==> src/rtl/rgb_led_pkg.sv <==
// rgb_led_pkg: constants and types shared by the RGB LED PWM driver and its users.
package rgb_led_pkg;

    localparam int DEFAULT_DUTY_W = 8;
    localparam int NUM_CH         = 3;

    typedef enum logic [1:0] {
        CH_RED   = 2'd0,
        CH_GREEN = 2'd1,
        CH_BLUE  = 2'd2
    } ch_e;

    typedef struct packed {
        logic [DEFAULT_DUTY_W-1:0] red;
        logic [DEFAULT_DUTY_W-1:0] green;
        logic [DEFAULT_DUTY_W-1:0] blue;
    } rgb_duty_t;

    // Ticks per PWM period: the counter visits 0 .. 2^duty_w-2.
    function automatic int pwm_period_ticks(input int duty_w);
        return (1 << duty_w) - 1;
    endfunction

endpackage

==> src/rtl/rgb_led_pwm_channel.sv <==
// rgb_led_pwm_channel: one colour's active duty register and its PWM compare.
// With RGB_LED_PWM_FADE_EN defined, the active duty walks one step per period toward a target.
module rgb_led_pwm_channel
    import rgb_led_pkg::*;
#(
    parameter int DUTY_W = DEFAULT_DUTY_W
) (
    input  logic              clk_i,
    input  logic              rst_i,
    input  logic              enable_i,
    input  logic [DUTY_W-1:0] cnt_i,
    input  logic              wrap_i,
    input  logic              load_i,
    input  logic [DUTY_W-1:0] value_i,
    output logic              on_o
);

    logic [DUTY_W-1:0] active_q;
    logic [DUTY_W-1:0] active_d;

`ifdef RGB_LED_PWM_FADE_EN
    logic [DUTY_W-1:0] target_q;
    logic [DUTY_W-1:0] target_d;

    // While disabled nothing is visible, so the active duty snaps to the target.
    always_comb begin
        target_d = load_i ? value_i : target_q;
        active_d = active_q;
        if (!enable_i) begin
            active_d = target_q;
        end else if (wrap_i) begin
            if (active_q < target_q) begin
                active_d = active_q + 1'b1;
            end else if (active_q > target_q) begin
                active_d = active_q - 1'b1;
            end
        end
    end

    always_ff @(posedge clk_i) begin
        if (rst_i) begin
            target_q <= '0;
            active_q <= '0;
        end else begin
            target_q <= target_d;
            active_q <= active_d;
        end
    end
`else
    // load_i flags a pending value; it is taken only on a period boundary.
    always_comb begin
        active_d = active_q;
        if (load_i && (wrap_i || !enable_i)) begin
            active_d = value_i;
        end
    end

    always_ff @(posedge clk_i) begin
        if (rst_i) begin
            active_q <= '0;
        end else begin
            active_q <= active_d;
        end
    end
`endif

    assign on_o = enable_i && (cnt_i < active_q);

endmodule

==> src/rtl/rgb_led_pwm.sv <==
// rgb_led_pwm: three-channel PWM driver for an active-low RGB LED with a valid/ready load port.
// Define RGB_LED_PWM_FADE_EN to make loads set a fade target instead of a boundary-applied value.
module rgb_led_pwm
    import rgb_led_pkg::*;
#(
    parameter int DUTY_W   = DEFAULT_DUTY_W,
    parameter int PRESCALE = 48
) (
    input  logic              clock,
    input  logic              reset,
    input  logic              enable,
    input  logic              load_valid,
    output logic              load_ready,
    input  logic [DUTY_W-1:0] load_red,
    input  logic [DUTY_W-1:0] load_green,
    input  logic [DUTY_W-1:0] load_blue,
    output logic              period_start,
    output logic              led_red_n,
    output logic              led_green_n,
    output logic              led_blue_n
);

    localparam int                PCNT_W    = (PRESCALE > 1) ? $clog2(PRESCALE) : 1;
    localparam logic [PCNT_W-1:0] PCNT_LAST = PCNT_W'(PRESCALE - 1);
    localparam logic [DUTY_W-1:0] CNT_LAST  = DUTY_W'(pwm_period_ticks(DUTY_W) - 1);

    logic [PCNT_W-1:0] pcnt_q;
    logic [PCNT_W-1:0] pcnt_d;
    logic [DUTY_W-1:0] cnt_q;
    logic [DUTY_W-1:0] cnt_d;
    logic              period_start_q;
    logic [NUM_CH-1:0] led_n_q;
    logic [NUM_CH-1:0] ch_on;
    logic              tick;
    logic              wrap;
    logic              accept;
    logic [DUTY_W-1:0] load_val [NUM_CH];
    logic [DUTY_W-1:0] ch_value [NUM_CH];
    logic              ch_load;

    assign load_val[CH_RED]   = load_red;
    assign load_val[CH_GREEN] = load_green;
    assign load_val[CH_BLUE]  = load_blue;

    assign tick   = enable && (pcnt_q == PCNT_LAST);
    assign wrap   = tick && (cnt_q == CNT_LAST);
    assign accept = load_valid && load_ready;

    // Disabled: both counters park at 0 so the next enabled period is full length.
    always_comb begin
        pcnt_d = pcnt_q;
        cnt_d  = cnt_q;
        if (!enable) begin
            pcnt_d = '0;
            cnt_d  = '0;
        end else if (tick) begin
            pcnt_d = '0;
            cnt_d  = wrap ? '0 : cnt_q + 1'b1;
        end else begin
            pcnt_d = pcnt_q + 1'b1;
        end
    end

    always_ff @(posedge clock) begin
        if (reset) begin
            pcnt_q         <= '0;
            cnt_q          <= '0;
            period_start_q <= 1'b0;
            led_n_q        <= '1;
        end else begin
            pcnt_q         <= pcnt_d;
            cnt_q          <= cnt_d;
            period_start_q <= wrap;
            led_n_q        <= ~ch_on;
        end
    end

`ifdef RGB_LED_PWM_FADE_EN
    assign load_ready = 1'b1;
    assign ch_load    = accept;

    for (genvar c = 0; c < NUM_CH; c++) begin : g_fade_val
        assign ch_value[c] = load_val[c];
    end
`else
    logic              pending_q;
    logic [DUTY_W-1:0] shadow_q [NUM_CH];

    // Accept and transfer are exclusive: accept needs pending low, transfer needs it high.
    always_ff @(posedge clock) begin
        if (reset) begin
            pending_q <= 1'b0;
            for (int c = 0; c < NUM_CH; c++) begin
                shadow_q[c] <= '0;
            end
        end else if (accept) begin
            pending_q <= 1'b1;
            for (int c = 0; c < NUM_CH; c++) begin
                shadow_q[c] <= load_val[c];
            end
        end else if (pending_q && (wrap || !enable)) begin
            pending_q <= 1'b0;
        end
    end

    assign load_ready = ~pending_q;
    assign ch_load    = pending_q;

    for (genvar c = 0; c < NUM_CH; c++) begin : g_shadow_val
        assign ch_value[c] = shadow_q[c];
    end
`endif

    for (genvar c = 0; c < NUM_CH; c++) begin : g_ch
        rgb_led_pwm_channel #(
            .DUTY_W (DUTY_W)
        ) u_channel (
            .clk_i    (clock),
            .rst_i    (reset),
            .enable_i (enable),
            .cnt_i    (cnt_q),
            .wrap_i   (wrap),
            .load_i   (ch_load),
            .value_i  (ch_value[c]),
            .on_o     (ch_on[c])
        );
    end

    assign period_start = period_start_q;
    assign led_red_n    = led_n_q[CH_RED];
    assign led_green_n  = led_n_q[CH_GREEN];
    assign led_blue_n   = led_n_q[CH_BLUE];

endmodule

==> config.mk <==
export PLATFORM = sky130hd
export DESIGN_NAME = rgb_led_pwm
export DESIGN_NICKNAME = d
export VERILOG_FILES = /design/src/rtl/rgb_led_pkg.sv /design/src/rtl/rgb_led_pwm_channel.sv /design/src/rtl/rgb_led_pwm.sv
export SDC_FILE = /design/constraint.sdc
export NUM_CORES = 1
export LEC_CHECK = 0
export CAP_MARGIN = 25
export CORE_MARGIN = 2
export CORE_UTILIZATION = 51
export CTS_CLUSTER_SIZE = 20
export DETAILED_ROUTE_END_ITERATION = 10
export PLACE_DENSITY = 0.73
export SETUP_SLACK_MARGIN = 0.05
export SYNTH_ARGS = -nofsm -noshare
export SYNTH_HDL_FRONTEND = slang
export SYNTH_HIERARCHICAL = 1
export SYNTH_SLANG_ARGS = --single-unit
==> constraint.sdc <==
create_clock -name clock -period 1.6 [get_ports clock]
set_input_delay 0.16 -clock clock [delete_from_list [all_inputs] [get_ports clock]]
set_output_delay 0.16 -clock clock [all_outputs]
set_load 0.05 [all_outputs]
==> metrics <==
initial antenna violation count=0; dpl ws=-0.3786 ns; YS warnings=6; ANT nets after route=0; maximum clock rate=between 600 and 700 MHz; Critical Path RT=roughly 1.9 ns; cell with the most instances after synthesis=dfxtp_1; TritonCTS Buffers=9; Peak supply drop=0.6936 mV; routed via count=around 2600; max-cap viol count=0; I/O pins=33; chip width=between 80 and 90 um; Yosys cell types=39; CTS tree=done; Cells after Synth=~330; Yosys reg bits=67; Worst Path Arrival=between 1.5 and 2 ns; final hold vios=0; final worst setup slack=-0.01704 ns; Core Footprint=6241 um^2; WL final=~7.5 mm; grt total ovfl=0; Final period util=101.1%; Clock Latency Late Sink=around 0.35 ns; die area=7026 um^2; H-tree depth=3; Final min period=~1.6 ns; Sw Ratio=23.80%; synth top area cells=dfxtp_1 26%, edfxtp_1 22%, ha_1 9.2%; Fin Setup TNS=-0.03014 ns; ANT cells=0; Die Span Y=between 80 and 90 um; Psw=863.3 uW; crit-path max FO=8; crit path kind=flip-flop to flip-flop; HPWL after detailed placement=roughly 4.7 mm; cell area after synthesis=approximately 3200 um^2; Starting Density=between 50% and 60%; number of vias per cell=~5.5; Avg WL per Cell=roughly 16 um; routability congestion estimate=just over 0.8; top-area cell type share of the netlist area=between 20% and 30%; Synth async-reset ratio=0%; Final Skew=between 0.01 and 0.015 ns; layout cells sized above 1=between 20% and 30%; Post-Syn Nets=~380; Clock Root Buffer=clkbuf_8; Hold WC Path Type=input port to flip-flop; pin count of the biggest net entering global routing=33; EDFF count, synth=24; initial drt markers=226; pwr dens=around 810 nW/um^2; vias in the first global route=around 2600; final core utilization=a little over 70%; Final Max Tran Viols=0; FP Rows=29; clk sinks=67; slew margin rel.=54.20%; clock share of power=between 30% and 40%; ys flop type=dfxtp_1; GRT Util Overall=a little over a fifth; drt first pass iters=4; first-pass GRT wire length=12.10 mm; Setup crit end kind=flip-flop; Logic pwr share=approximately 10%; syn_area_per_cell=9.967 um^2; drt drc=0; port buffer count=32; Synth area leader=dfxtp_1; status=finished with violations; Int Power=around 2800 uW; Nets=between 400 and 500; sequential power share=between 50 and 60%; CP Launch Type=flip-flop; final setup vio count=4; failing checks=setup timing; Worst Max-Slew Pin Slew=approximately 0.7 ns; Max clock buf depth=2; sequential area share after synthesis=a little under 50%; clk slew on worst S/H paths=roughly 0.080 ns; Lkg Pwr=0.001601 uW; RSZ-0062 raised after global routing=true; P&R area growth vs syn=37.93%; top cells by count, synth=43 x dfxtp_1, 28 x o21ai_0, 27 x inv_1
-- per-layer routing --
layer | track usage (%) | vias up | part of all wire (%)
met5 | 0 | - | 0
met4 | 5.279 | 0 | 0.86
met3 | 5.242 | 7 | 3.8
met2 | 38.25 | 55 | 52
met1 | 27.10 | 1274 | 43
li1 | - | 1288 | -
-- power by group through the flow --
stage / Clock [uW] / Combinational [uW] / Sequential [uW]
5_1_grt: 1480 / 400 / 1870
4_1_cts: 1410 / 350 / 1870
3_3_place_gp: 0 / 322 / 1910
3_5_place_dp: 0 / 333 / 1910
6_report: 1390 / 363 / 1870
2_1_floorplan: 0 / 172 / 1920
-- registers in the layout (all words and copies together), names as in the netlist --
name,count
g_ch.u_channel/active_q,24
shadow_q,24
cnt_q,8
pcnt_q,6
led_n_q,3
ch_load,1
period_start,1
-- path summary, 6_finish.rpt --
kind	startpoint	end	slack [ns]	depth (start not counted)
setup reg to reg	pcnt_q[0]	g_ch[0].u_channel/active_q[2]	-0.02	9
hold / removal	load_green[6]	shadow_q[0][14]	0.46	2
setup / recovery	pcnt_q[0]	g_ch[0].u_channel/active_q[2]	-0.02	9
hold reg to reg	g_ch[2].u_channel/active_q[0]	g_ch[2].u_channel/active_q[0]	0.46	2
-- layout make-up --
type                            count  area (um^2)
Clock inverter                      5        52.55
Sequential cell                    67         1598
Fill cell                         468         1759
Tap cell                           77        96.34
Timing Repair Buffer               70        691.9
Multi-Input combinational cell    216         1789
Clock buffer                       11        141.4
Inverter                           30        112.6
-- layout by cell type (no fill, tap or decap), types with 3 or more instances in the layout --
| cell | count |
|---|---|
| nor2b_1 | 4 |
| and2_1 | 25 |
| nand2_1 | 8 |
| inv_1 | 26 |
| clkdlybuf4s50_1 | 27 |
| ha_4 | 17 |
| buf_12 | 4 |
| ha_1 | 5 |
| nor3_1 | 4 |
| o21ai_0 | 5 |
| nand3_1 | 4 |
| nor2_1 | 21 |
| buf_6 | 9 |
| xnor2_1 | 7 |
| edfxtp_1 | 24 |
| clkinv_1 | 3 |
| a211oi_2 | 6 |
| o211ai_1 | 24 |
| buf_4 | 28 |
| nand2b_1 | 3 |
| dfxtp_2 | 7 |
| a2111oi_2 | 3 |
| clkbuf_8 | 10 |
| o21ai_1 | 21 |
| o21ai_2 | 5 |
| nand4_1 | 4 |
| dfxtp_1 | 34 |
| xor2_1 | 3 |
| a21oi_1 | 25 |
| clkinv_2 | 3 |
-- critical path, stage by stage, from the launching register on --
cell	delay (ns)
dfxtp_2	0.35
ha_4	0.15
nand3_4	0.07
or2_4	0.25
nor2_4	0.12
buf_12	0.13
buf_12	0.11
buf_8	0.11
o211ai_1	0.09
a21oi_1	0.14
-- cell families after synthesis --
kind of cell / count (synthesis) / synth area share [%]
AOI/OAI and AO/OA: 92 / 18.14
xor gates and xnor gates: 10 / 2.696
adders and majority gates: 24 / 9.241
buffers and inverters: 43 / 5.429
DFF: 67 / 48.67
and+or+nand+nor: 90 / 15.83
-- repair_timing --
item	in CTS	in global routing
endpoints found under the hold margin	0	0
setup endpoints to repair	58	51
pin swaps	26	30
gates cloned	1	0
hold buffers	0	0
resized for setup	49	34
buffers inserted	6	1
-- metrics by stage --
stage | power [uW] | hold slack [ns] | cells | instance area [um^2]
global route | 3759 | 0.4693 | 476 | 4482
finish | 3627 | 0.4608 | 476 | 4482
floorplan | 2089 | 0.3172 | 326 | 3289
global placement | 2228 | 0.4308 | 453 | 3869
detailed placement | 2242 | 0.4494 | 453 | 3869
CTS | 3626 | 0.4589 | 476 | 4339
Power figures use the tool's default switching activity.
